## src/rtl/pool_window_sequencer_pkg.sv

```systemverilog
// Shared definitions for the pooling window sequencer.
//   state_e      : sequencer state encoding
//   CB_*         : bit positions inside a row's 4-bit ALU control nibble
//   KSIZE_*      : window-size codes as presented on kSize
package pool_window_sequencer_pkg;

    typedef enum logic [2:0] {
        ST_IDLE,
        ST_CLEAR,
        ST_ACC,
        ST_EMIT,
        ST_DRAIN,
        ST_DONE
    } state_e;

    localparam int unsigned CB_WR  = 3;
    localparam int unsigned CB_UP  = 2;
    localparam int unsigned CB_CUR = 1;
    localparam int unsigned CB_LOW = 0;

    localparam logic [1:0] KSIZE_ILLEGAL = 2'd0;
    localparam logic [1:0] KSIZE_1       = 2'd1;
    localparam logic [1:0] KSIZE_2       = 2'd2;
    localparam logic [1:0] KSIZE_3       = 2'd3;

endpackage

```

## src/rtl/pool_window_sequencer_if.sv

```systemverilog
// Handshake/bus bundle between the line buffer / writeback side and the
// pooling sequencer.
//   master : drives start, kSize, numCols, colValid, outReady
//   slave  : the sequencer; drives colReady, controlBus, outValid,
//            outRowMask, busy, done, cfgErr
interface pool_window_sequencer_if #(
    parameter int N  = 8,
    parameter int CW = 10
);
    logic           start;
    logic [1:0]     kSize;
    logic [CW-1:0]  numCols;
    logic           colValid;
    logic           colReady;
    logic [4*N-1:0] controlBus;
    logic           outValid;
    logic           outReady;
    logic [N-1:0]   outRowMask;
    logic           busy;
    logic           done;
    logic           cfgErr;

    modport master (
        output start, kSize, numCols, colValid, outReady,
        input  colReady, controlBus, outValid, outRowMask, busy, done, cfgErr
    );

    modport slave (
        input  start, kSize, numCols, colValid, outReady,
        output colReady, controlBus, outValid, outRowMask, busy, done, cfgErr
    );
endinterface

```

## src/rtl/pool_window_sequencer_row_mask_gen.sv

```systemverilog
// Combinational row decode for a KxK pooling column.
//   k_size      in  : window size code (0 gives an empty mask)
//   active_mask out : rows that hold a window centre / result
//   use_bits    out : per-row nibble {0, useUpper, useCurrent, useLower}
// Neighbour taps that would fall off the column ends are suppressed; the
// ALU then treats them as zero, which is harmless for non-negative data.
module pool_row_mask_gen
    import pool_window_sequencer_pkg::*;
#(
    parameter int N = 8
) (
    input  logic [1:0]     k_size,
    output logic [N-1:0]   active_mask,
    output logic [4*N-1:0] use_bits
);

    for (genvar i = 0; i < N; i++) begin : g_row
        logic act;
        logic up;
        logic cur;
        logic low;

        always_comb begin
            act = 1'b0;
            up  = 1'b0;
            cur = 1'b0;
            low = 1'b0;
            case (k_size)
                KSIZE_1: begin
                    act = 1'b1;
                    cur = 1'b1;
                end
                KSIZE_2: begin
                    if (i % 2 == 0) begin
                        act = 1'b1;
                        cur = 1'b1;
                        low = 1'b1;
                    end
                end
                KSIZE_3: begin
                    if (i % 3 == 1) begin
                        act = 1'b1;
                        up  = 1'b1;
                        cur = 1'b1;
                        low = 1'b1;
                    end else if ((i == N - 1) && (N % 3 == 1)) begin
                        // lone trailing row forms its own 1-row window
                        act = 1'b1;
                        cur = 1'b1;
                    end
                end
                default: ;
            endcase
        end

        assign active_mask[i]   = act;
        assign use_bits[4*i+3]  = 1'b0;
        assign use_bits[4*i+2]  = up & (i != 0);
        assign use_bits[4*i+1]  = cur;
        assign use_bits[4*i+0]  = low & (i != N - 1);
    end

endmodule

```

## src/rtl/pool_window_sequencer.sv

```systemverilog
// Pooling window sequencer: runs clear -> accumulate -> emit for each
// non-overlapping KxK window and drives the control nibbles of N ALU rows.
//   CLK, RSTn : rising-edge clock, asynchronous active-low reset
//   bus       : slave side of pool_window_sequencer_if
//
// state | meaning
// IDLE  | waiting for start
// CLEAR | active rows zero their max register (1 cycle)
// ACC   | consume K columns into the running max
// EMIT  | results held in the ALUs until writeback takes them
// DRAIN | swallow the numCols mod K leftover columns
// DONE  | one-cycle done pulse, then IDLE
module pool_window_sequencer
    import pool_window_sequencer_pkg::*;
#(
    parameter int N  = 8,
    parameter int CW = 10
) (
    input  logic CLK,
    input  logic RSTn,
    pool_window_sequencer_if.slave bus
);

    state_e         state_q,     state_d;
    logic [1:0]     k_q,         k_d;
    logic [CW-1:0]  num_cols_q,  num_cols_d;
    logic [CW-1:0]  col_cnt_q,   col_cnt_d;
    logic [1:0]     win_col_q,   win_col_d;
    logic [N-1:0]   active_q,    active_d;
    logic [4*N-1:0] use_q,       use_d;
    logic [4*N-1:0] ctrl_q,      ctrl_d;
    logic           col_ready_q, col_ready_d;
    logic           out_valid_q, out_valid_d;
    logic [N-1:0]   out_mask_q,  out_mask_d;
    logic           busy_q,      busy_d;
    logic           done_q,      done_d;
    logic           cfg_err_q,   cfg_err_d;

    logic [N-1:0]   gen_active;
    logic [4*N-1:0] gen_use;
    logic [4*N-1:0] clear_word;
    logic [4*N-1:0] acc_word;
    logic [CW-1:0]  remaining;
    logic [CW-1:0]  k_ext;
    logic           col_fire;

    pool_row_mask_gen #(.N(N)) u_mask_gen (
        .k_size      (bus.kSize),
        .active_mask (gen_active),
        .use_bits    (gen_use)
    );

    for (genvar i = 0; i < N; i++) begin : g_word
        assign clear_word[4*i +: 4] = {active_d[i], 3'b000};
        assign acc_word[4*i +: 4]   = {active_q[i], use_q[4*i+CB_UP],
                                       use_q[4*i+CB_CUR], use_q[4*i+CB_LOW]};
    end

    assign col_fire  = bus.colValid & col_ready_q;
    assign remaining = num_cols_q - col_cnt_q;
    assign k_ext     = {{(CW-2){1'b0}}, k_q};

    always_comb begin
        state_d    = state_q;
        k_d        = k_q;
        num_cols_d = num_cols_q;
        col_cnt_d  = col_cnt_q;
        win_col_d  = win_col_q;
        active_d   = active_q;
        use_d      = use_q;
        cfg_err_d  = 1'b0;

        case (state_q)
            ST_IDLE: begin
                if (bus.start) begin
                    if (bus.kSize == KSIZE_ILLEGAL) begin
                        cfg_err_d = 1'b1;
                    end else begin
                        k_d        = bus.kSize;
                        num_cols_d = bus.numCols;
                        col_cnt_d  = '0;
                        win_col_d  = '0;
                        active_d   = gen_active;
                        use_d      = gen_use;
                        if (bus.numCols == '0)
                            state_d = ST_DONE;
                        else if (bus.numCols < {{(CW-2){1'b0}}, bus.kSize})
                            state_d = ST_DRAIN;
                        else
                            state_d = ST_CLEAR;
                    end
                end
            end
            ST_CLEAR: state_d = ST_ACC;
            ST_ACC: begin
                if (col_fire) begin
                    col_cnt_d = col_cnt_q + CW'(1);
                    if (win_col_q + 2'd1 == k_q) begin
                        win_col_d = '0;
                        state_d   = ST_EMIT;
                    end else begin
                        win_col_d = win_col_q + 2'd1;
                    end
                end
            end
            ST_EMIT: begin
                if (bus.outReady) begin
                    if (remaining == '0)
                        state_d = ST_DONE;
                    else if (remaining >= k_ext)
                        state_d = ST_CLEAR;
                    else
                        state_d = ST_DRAIN;
                end
            end
            ST_DRAIN: begin
                if (col_fire) begin
                    col_cnt_d = col_cnt_q + CW'(1);
                    if (col_cnt_q + CW'(1) == num_cols_q)
                        state_d = ST_DONE;
                end
            end
            ST_DONE: state_d = ST_IDLE;
            default: state_d = ST_IDLE;
        endcase

        // Outputs are registered as a function of the state being entered.
        col_ready_d = (state_d == ST_ACC) || (state_d == ST_DRAIN);
        out_valid_d = (state_d == ST_EMIT);
        out_mask_d  = (state_d == ST_EMIT) ? active_d : '0;
        busy_d      = (state_d == ST_CLEAR) || (state_d == ST_ACC) ||
                      (state_d == ST_EMIT)  || (state_d == ST_DRAIN);
        done_d      = (state_d == ST_DONE);
        ctrl_d      = (state_d == ST_CLEAR) ? clear_word : '0;
    end

    always_ff @(posedge CLK or negedge RSTn) begin
        if (!RSTn) begin
            state_q     <= ST_IDLE;
            k_q         <= '0;
            num_cols_q  <= '0;
            col_cnt_q   <= '0;
            win_col_q   <= '0;
            active_q    <= '0;
            use_q       <= '0;
            ctrl_q      <= '0;
            col_ready_q <= 1'b0;
            out_valid_q <= 1'b0;
            out_mask_q  <= '0;
            busy_q      <= 1'b0;
            done_q      <= 1'b0;
            cfg_err_q   <= 1'b0;
        end else begin
            state_q     <= state_d;
            k_q         <= k_d;
            num_cols_q  <= num_cols_d;
            col_cnt_q   <= col_cnt_d;
            win_col_q   <= win_col_d;
            active_q    <= active_d;
            use_q       <= use_d;
            ctrl_q      <= ctrl_d;
            col_ready_q <= col_ready_d;
            out_valid_q <= out_valid_d;
            out_mask_q  <= out_mask_d;
            busy_q      <= busy_d;
            done_q      <= done_d;
            cfg_err_q   <= cfg_err_d;
        end
    end

    // In ACC the write bit follows colValid directly so it is already settled
    // by the negedge at which the ALUs capture.
    assign bus.controlBus = ctrl_q |
                            (((state_q == ST_ACC) && bus.colValid) ? acc_word : '0);
    assign bus.colReady   = col_ready_q;
    assign bus.outValid   = out_valid_q;
    assign bus.outRowMask = out_mask_q;
    assign bus.busy       = busy_q;
    assign bus.done       = done_q;
    assign bus.cfgErr     = cfg_err_q;

endmodule
```

## src/flat_wrapper.sv

```systemverilog
// flat-port wrapper written by rule: the top's interface ports become plain ports
module pool_window_sequencer_flat import pool_window_sequencer_pkg::*;
#(
    parameter int N  = 8,
    parameter int CW = 10
)
  (CLK, RSTn, bus_start, bus_kSize, bus_numCols, bus_colValid, bus_outReady, bus_colReady, bus_controlBus, bus_outValid, bus_outRowMask, bus_busy, bus_done, bus_cfgErr);
  pool_window_sequencer_if #(.N(N), .CW(CW)) bus_i ();
  input  logic CLK;
  input  logic RSTn;
  input wire logic [$bits(bus_i.start)-1:0] bus_start;
  input wire logic [$bits(bus_i.kSize)-1:0] bus_kSize;
  input wire logic [$bits(bus_i.numCols)-1:0] bus_numCols;
  input wire logic [$bits(bus_i.colValid)-1:0] bus_colValid;
  input wire logic [$bits(bus_i.outReady)-1:0] bus_outReady;
  output wire logic [$bits(bus_i.colReady)-1:0] bus_colReady;
  output wire logic [$bits(bus_i.controlBus)-1:0] bus_controlBus;
  output wire logic [$bits(bus_i.outValid)-1:0] bus_outValid;
  output wire logic [$bits(bus_i.outRowMask)-1:0] bus_outRowMask;
  output wire logic [$bits(bus_i.busy)-1:0] bus_busy;
  output wire logic [$bits(bus_i.done)-1:0] bus_done;
  output wire logic [$bits(bus_i.cfgErr)-1:0] bus_cfgErr;
  assign bus_i.start = bus_start;
  assign bus_i.kSize = bus_kSize;
  assign bus_i.numCols = bus_numCols;
  assign bus_i.colValid = bus_colValid;
  assign bus_i.outReady = bus_outReady;
  assign bus_colReady = bus_i.colReady;
  assign bus_controlBus = bus_i.controlBus;
  assign bus_outValid = bus_i.outValid;
  assign bus_outRowMask = bus_i.outRowMask;
  assign bus_busy = bus_i.busy;
  assign bus_done = bus_i.done;
  assign bus_cfgErr = bus_i.cfgErr;
  pool_window_sequencer #(.N(N), .CW(CW)) u_core (.CLK(CLK), .RSTn(RSTn), .bus(bus_i));
endmodule
```

## config.mk

```make
export PLATFORM = sky130hd
export DESIGN_NAME = pool_window_sequencer_flat
export DESIGN_NICKNAME = d
export VERILOG_FILES = /design/src/rtl/pool_window_sequencer_pkg.sv /design/src/rtl/pool_window_sequencer_if.sv /design/src/rtl/pool_window_sequencer_row_mask_gen.sv /design/src/rtl/pool_window_sequencer.sv /design/src/flat_wrapper.sv
export SDC_FILE = /design/constraint.sdc
export NUM_CORES = 1
export LEC_CHECK = 0
export ABC_CLOCK_PERIOD_IN_PS = 3400
export BUFFER_PORTS_ARGS = -buffer_cell sky130_fd_sc_hd__clkbuf_2
export CAP_MARGIN = 0
export CORE_ASPECT_RATIO = 1.2
export CORE_MARGIN = 4
export CORE_UTILIZATION = 53
export DETAILED_ROUTE_END_ITERATION = 16
export GPL_TIMING_DRIVEN = 0
export HOLD_SLACK_MARGIN = 0.08
export PLACE_DENSITY = 0.81
export SLEW_MARGIN = 10
export SYNTH_ARGS = -nofsm -noshare
export SYNTH_HDL_FRONTEND = slang
export SYNTH_HIERARCHICAL = 1
export SYNTH_SLANG_ARGS = --single-unit
```

## constraint.sdc

```tcl
create_clock -name CLK -period 3.4 [get_ports CLK]
set_clock_uncertainty 0.2 [all_clocks]
set_input_delay 0.68 -clock CLK [delete_from_list [all_inputs] [get_ports CLK]]
set_output_delay 0.68 -clock CLK [all_outputs]
set_load 0.01 [all_outputs]
```

### Word-level counts from Yosys, hierarchy flattened

Index checks and enable logic that the tools add are counted.

| word-level totals | value |
|---|---|
| flip-flop bits (word level) | 96 |
| input bits | 17 |
| output and inout port bits | 45 |
| word-level logic and storage cells | 96 |

| operators by class | value |
|---|---|
| add/sub/neg operators | 3 |
| order comparisons | 2 |
| equal/unequal tests | 18 |
| multiplexer cells | 37 |
| bitwise logic cells | 3 |
| reduce and logical (&&, ||, !) cells | 19 |

Operators by type and width:

| cell | count |
|---|---|
| 32-bit 2-to-1 mux | 2 |
| 3-bit 2-to-1 mux | 11 |
| 8-bit 2-to-1 mux | 4 |
| 32-bit OR | 1 |
| 10-bit 2-to-1 mux | 3 |
| 10-bit logical NOT | 2 |
| 10-bit one-hot mux with 2 select lines | 1 |
| 3-bit one-hot mux with 5 select lines | 1 |
| 3-bit by 2-bit equality test with 1-bit output (second input constant) | 4 |
| 10-bit by 1-bit adder with 10-bit output (second input constant) | 1 |
| 10-bit equality test | 1 |
| 10-bit by 2-bit greater-or-equal comparator with 1-bit output | 1 |
| 10-bit by 2-bit < comparator with 1-bit output | 1 |
| 1-bit 2-to-1 mux | 10 |
| 10-bit subtractor | 1 |
| 3-bit equality test (second input constant) | 3 |
| 2-bit 2-to-1 mux | 4 |
| 4-bit AND reduction | 2 |
| 2-bit OR reduction | 4 |
| 3-bit by 1-bit equality test with 1-bit output (second input constant) | 2 |
| 2-bit equality test (second input constant) | 2 |
| 1-bit logical OR | 4 |
| 2-bit by 1-bit != test with 1-bit output (second input constant) | 2 |
| 2-bit != test (second input constant) | 2 |
| 12 further kinds | 13 |

### Logic depth before layout (Yosys ltp)

| logic depth | value |
|---|---|
| depth in word-level cells | 10 |
| gate-level depth with buffers | 13 |
| mapped depth without buffers | 11 |

### By module

Netlist, hierarchy kept.

By module, submodules not included:

| module | instances | cells each | area an instance (um^2) | seq. area each (um^2) |
|---|---|---|---|---|
| pool_window_sequencer | 1 | 489 | 4264.1 | 2001.9 |
| pool_row_mask_gen | 1 | 50 | 377.9 | 0.0 |

### Least setup slack after synthesis

OpenSTA, ideal clock, no wires.

| timing | value |
|---|---|
| path type | register -> register |
| start point | reg u_core.col_cnt_q[0] |
| end point | reg u_core.busy_q (netlist: u_core/bus.busy) |
| library setup time | 0.079 ns |
| arrival | 2.944 ns |
| data required time | 3.121 ns |
| setup slack | 0.177 ns |
| cell stages (with the launch flop) | 12 |
| buffers on the path | 1 |
| period minus slack after synthesis | 3.223 ns |
| cells stage by stage | dfrtp_1 -> ha_1 -> fa_1 -> nand2b_1 -> a21oi_1 -> o22ai_2 -> xnor2_1 -> or4_1 -> or4_4 -> nand2_2 -> buf_6 -> xor2_1 |

| on the way | value |
|---|---|
| word-level cells in the longest chain between the ends | 10 |
| elaborated cells on any way between the ends | 18 |
| classes of those cells | add/sub (2); order compare (1); eq/ne (5); mux (6); reduce/logical (4) |

Ends and longest elaborated chain:

| what | line | text |
|---|---|---|
| start: declaration | pool_window_sequencer.sv:27 | `logic [CW-1:0] col_cnt_q, col_cnt_d;` |
| start signal: assignment | pool_window_sequencer.sv:157 | `col_cnt_q <= col_cnt_d;` |
| 10-bit subtractor | pool_window_sequencer.sv:60 | `assign remaining = num_cols_q - col_cnt_q;` |
| 10-bit by 2-bit greater-or-equal comparator with 1-bit output | pool_window_sequencer.sv:110 | `else if (remaining >= k_ext)` |
| 3-bit 2-to-1 mux | pool_window_sequencer.sv:110 |  |
| 3-bit 2-to-1 mux | pool_window_sequencer.sv:108 | `if (remaining == '0)` |
| 3-bit 2-to-1 mux | pool_window_sequencer.sv:107 | `if (bus.outReady) begin` |
| 3-bit one-hot mux with 5 select lines * | pool_window_sequencer.sv:73 | `case (state_q)` |
| net u_core.state_d[2] | pool_window_sequencer.sv:24 | `state_e state_q, state_d;` |
| 3-bit by 1-bit equality test with 1-bit output or 3-bit by 2-bit equality test with 1-bit output (tied branches) | pool_window_sequencer.sv:131 | `busy_d = (state_d == ST_CLEAR) \|\| (state_d == ST_ACC) \|\|` |
| 1-bit logical OR (2 in series) | pool_window_sequencer.sv:131 |  |
| 1-bit logical OR * | pool_window_sequencer.sv:132 | `(state_d == ST_EMIT) \|\| (state_d == ST_DRAIN);` |
| net u_core.busy_d | pool_window_sequencer.sv:35 | `logic busy_q, busy_d;` |
| end signal: assignment | pool_window_sequencer.sv:165 | `busy_q <= busy_d;` |
| end: declaration | pool_window_sequencer.sv:35 |  |

The timed path passes the listed nets; every way through them passes the cells marked *.
A chain may end at the register's enable or synchronous reset.

### Worst setup path after layout

Ends and elaborated chain as after synthesis.

==> flow_metrics.py <==
metrics = {
    "timing": {
        "finalHoldViolCount": 0,
        "maxSlewHeadroom_pct": 37.2,
        "finalSetupViolCount": 0,
        "min_period_ps": 3330,
        "tns_ps": 0,
        "period_share_pct": 97.8,
        "tightest_slew_ps": 936,
        "fmax_mhz": 301,
        "report.final.slew_viol_count": 0,
        "rsz0062_at_grt": "no",
    },
    "floorplanning": {
        "core-area_sq_um": 8290,
        "die_h_um": 110,
        "num_rows": 36,
        "io_pins": 62,
        "start_util_pct": 55.3,
        "dieWidth_um": 92.9,
        "dieArea_sq_um": 10200,
    },
    "layout": {
        "areaGrowthSynthToFinish_pct": 18.9,
        "drive_gt1_share_pct": 23.3,
        "multiInputGateArea_sq_um": 2230,
        "regArea_sq_um": 2010,
        "antenna_cells": 0,
        "fin_nets": 648,
        "final_cell_area_sq_um": 5450,
        "fill_cells": 698,
    },
    "place": {
        "hpwl_um": 8270,
        "placed_area_sq_um": 5090,
        "port_buffers": 61,
        "place_congestion": 0.892,
    },
    "routing": {
        "route.detailed.drc": 0,
        "avgRoutedWirePerCell_um": 15.4,
        "viasPerCell": 5.38,
        "vias": 3935,
        "drt_pre_antenna_iters": 5,
        "ant_nets": 0,
        "wirelength_um": 11300,
        "first_iter_violations": 303,
    },
    "grt": {
        "global_route.usage.total_pct": 22.8,
        "grt_overflow": 0,
        "first_global_vias": 3764,
        "grt_pass1_wl_um": 18100,
        "antenna_found_initial": 0,
        "grt_max_degree": 57,
    },
    "clock_tree": {
        "cts_buffer_depth": 2,
        "cts_buffers": 9,
        "clkTransAtPathRegs_ps": 80,
        "clk_latency_ps": 350,
        "cts.sinks": 80,
        "cts_tree": "yes",
        "htree_levels": 3,
        "cts_root_buffer": "clkbuf_8",
    },
    "worst_hold_path": {
        "hp-class": "reg2reg",
        "whs_path_depth": 2,
        "worstHoldStart": "u_core/use_q[1]",
    },
    "setup_path": {
        "r2r_cells": 11,
        "end_kind": "flip-flop",
        "setup.worst_path.start": "u_core/col_cnt_q[0]",
        "r2r-end": "u_core/bus.busy",
        "arrival_ps": 3400,
        "cp.required_ps": 3480,
        "reg2reg_setup_slack_ps": 70,
        "worstReg2RegStart": "u_core/col_cnt_q[0]",
        "start_kind": "flip-flop",
        "crit_fanout": 10,
        "setup.worst_path.end": "u_core/bus.busy",
        "criticalPathCategory": "reg2reg",
    },
    "synth": {
        "synth.avg_cell_area_sq_um": 8.63,
        "syn_inst": 531,
        "yosys_warnings": 6,
        "syn_area_sq_um": 4580,
    },
    "power": {
        "leakagePower_nw": 2.82,
        "vdd.ir_drop.worst_mv": 0.526,
        "p_total_mw": 4.57,
        "p_per_area_nw_per_um2": 840,
    },
    "outcome": {
        "status": "complete, no violations",
    },
    "flow_run": {
        "drv_cap": 0,
    },
}
[cells in the final DEF (no fill, tap or decap), types with 4 or more instances in the layout]
cell type,instances
a21oi_1,13
xnor2_1,10
ha_1,15
nor3_1,17
o21ai_0,16
nand2_1,128
dfrtp_2,4
clkbuf_2,62
nor2_1,21
nor3b_1,5
dfrtp_1,76
a31oi_1,5
clkbuf_8,9
nand3_1,5
o31ai_1,4
xor2_1,4
clkbuf_1,16
o21ai_1,4
nand2b_1,5
mux2i_1,8
nand4_1,4
o21a_1,4
buf_4,36
conb_1,8
o41ai_1,4
and2_1,26
nor4_1,10
a21o_1,9
inv_1,29
[flip-flops by register name, indices dropped and copies added (netlist names), 2 cells and up]
name and cells:
u_core/active_q 8, u_core/bus.outRowMask 8, u_core/col_cnt_q 10, u_core/ctrl_q 8
u_core/k_q 2, u_core/num_cols_q 10, u_core/state_q 3, u_core/use_q 24
u_core/win_col_q 2
[area by class of cell]
type / instances / area share [%]
tap: 114 / 2.62
clock inverter: 7 / 2.20
clock buffer: 9 / 2.27
inverter: 30 / 2.07
timing repair buffer: 67 / 6.89
multi-input combinational: 371 / 40.9
sequential: 80 / 36.8
buffer: 54 / 6.20
[metal layers]
layer	wire [um]	vias to the layer above	track usage, %
li1	-	1900	-
met1	4800	1918	28.6
met2	5800	101	40.0
met3	513	16	4.72
met4	149	0	6.18
met5	0	-	0
[where the power goes]
| part | internal, mW | switching [mW] |
|---|---|---|
| sequential | 1.29 | 0.260 |
| clock | 0.489 | 0.355 |
| combinational | 0.912 | 1.26 |
| total | 2.69 | 1.88 |
[how the worst min path moves through the flow]
stage	to	slack (ps)
floorplan	u_core/active_q[0]	180
global placement	u_core/use_q[24]	250
detailed placement	u_core/use_q[8]	250
CTS	u_core/use_q[8]	270
global route	u_core/use_q[1]	290
finish	u_core/use_q[1]	270
[through the flow]
stage               hold slack [ps]  utilization (%)  worst slack, ps  std cells
floorplan                       184                -              177        538
global placement                251             61.0             -369        713
detailed placement              255             61.4             -442        714
CTS                             274             64.7             5.48        728
global route                    289             65.7             3.66        732
finish                          273             65.7             75.0        732
[worst max-delay path, stage by stage, from the launching register on]
cell and delay, ps:
dfrtp_2 420, ha_2 190, fa_2 420, nand2b_4 180
a21oi_4 150, o22ai_2 100, xnor2_1 130, or4_4 550
or4_4 520, nand2_2 100, buf_6 150, xor2_2 140
[repair_timing]
action,4_1_cts,5_1_grt
pin swaps,1,2
buffers inserted,0,4
hold buffers,1,0
setup endpoints to repair,32,24
gates resized for setup,12,14
hold endpoints to repair,24,0
No activity file was read; power rests on OpenSTA's default activity.
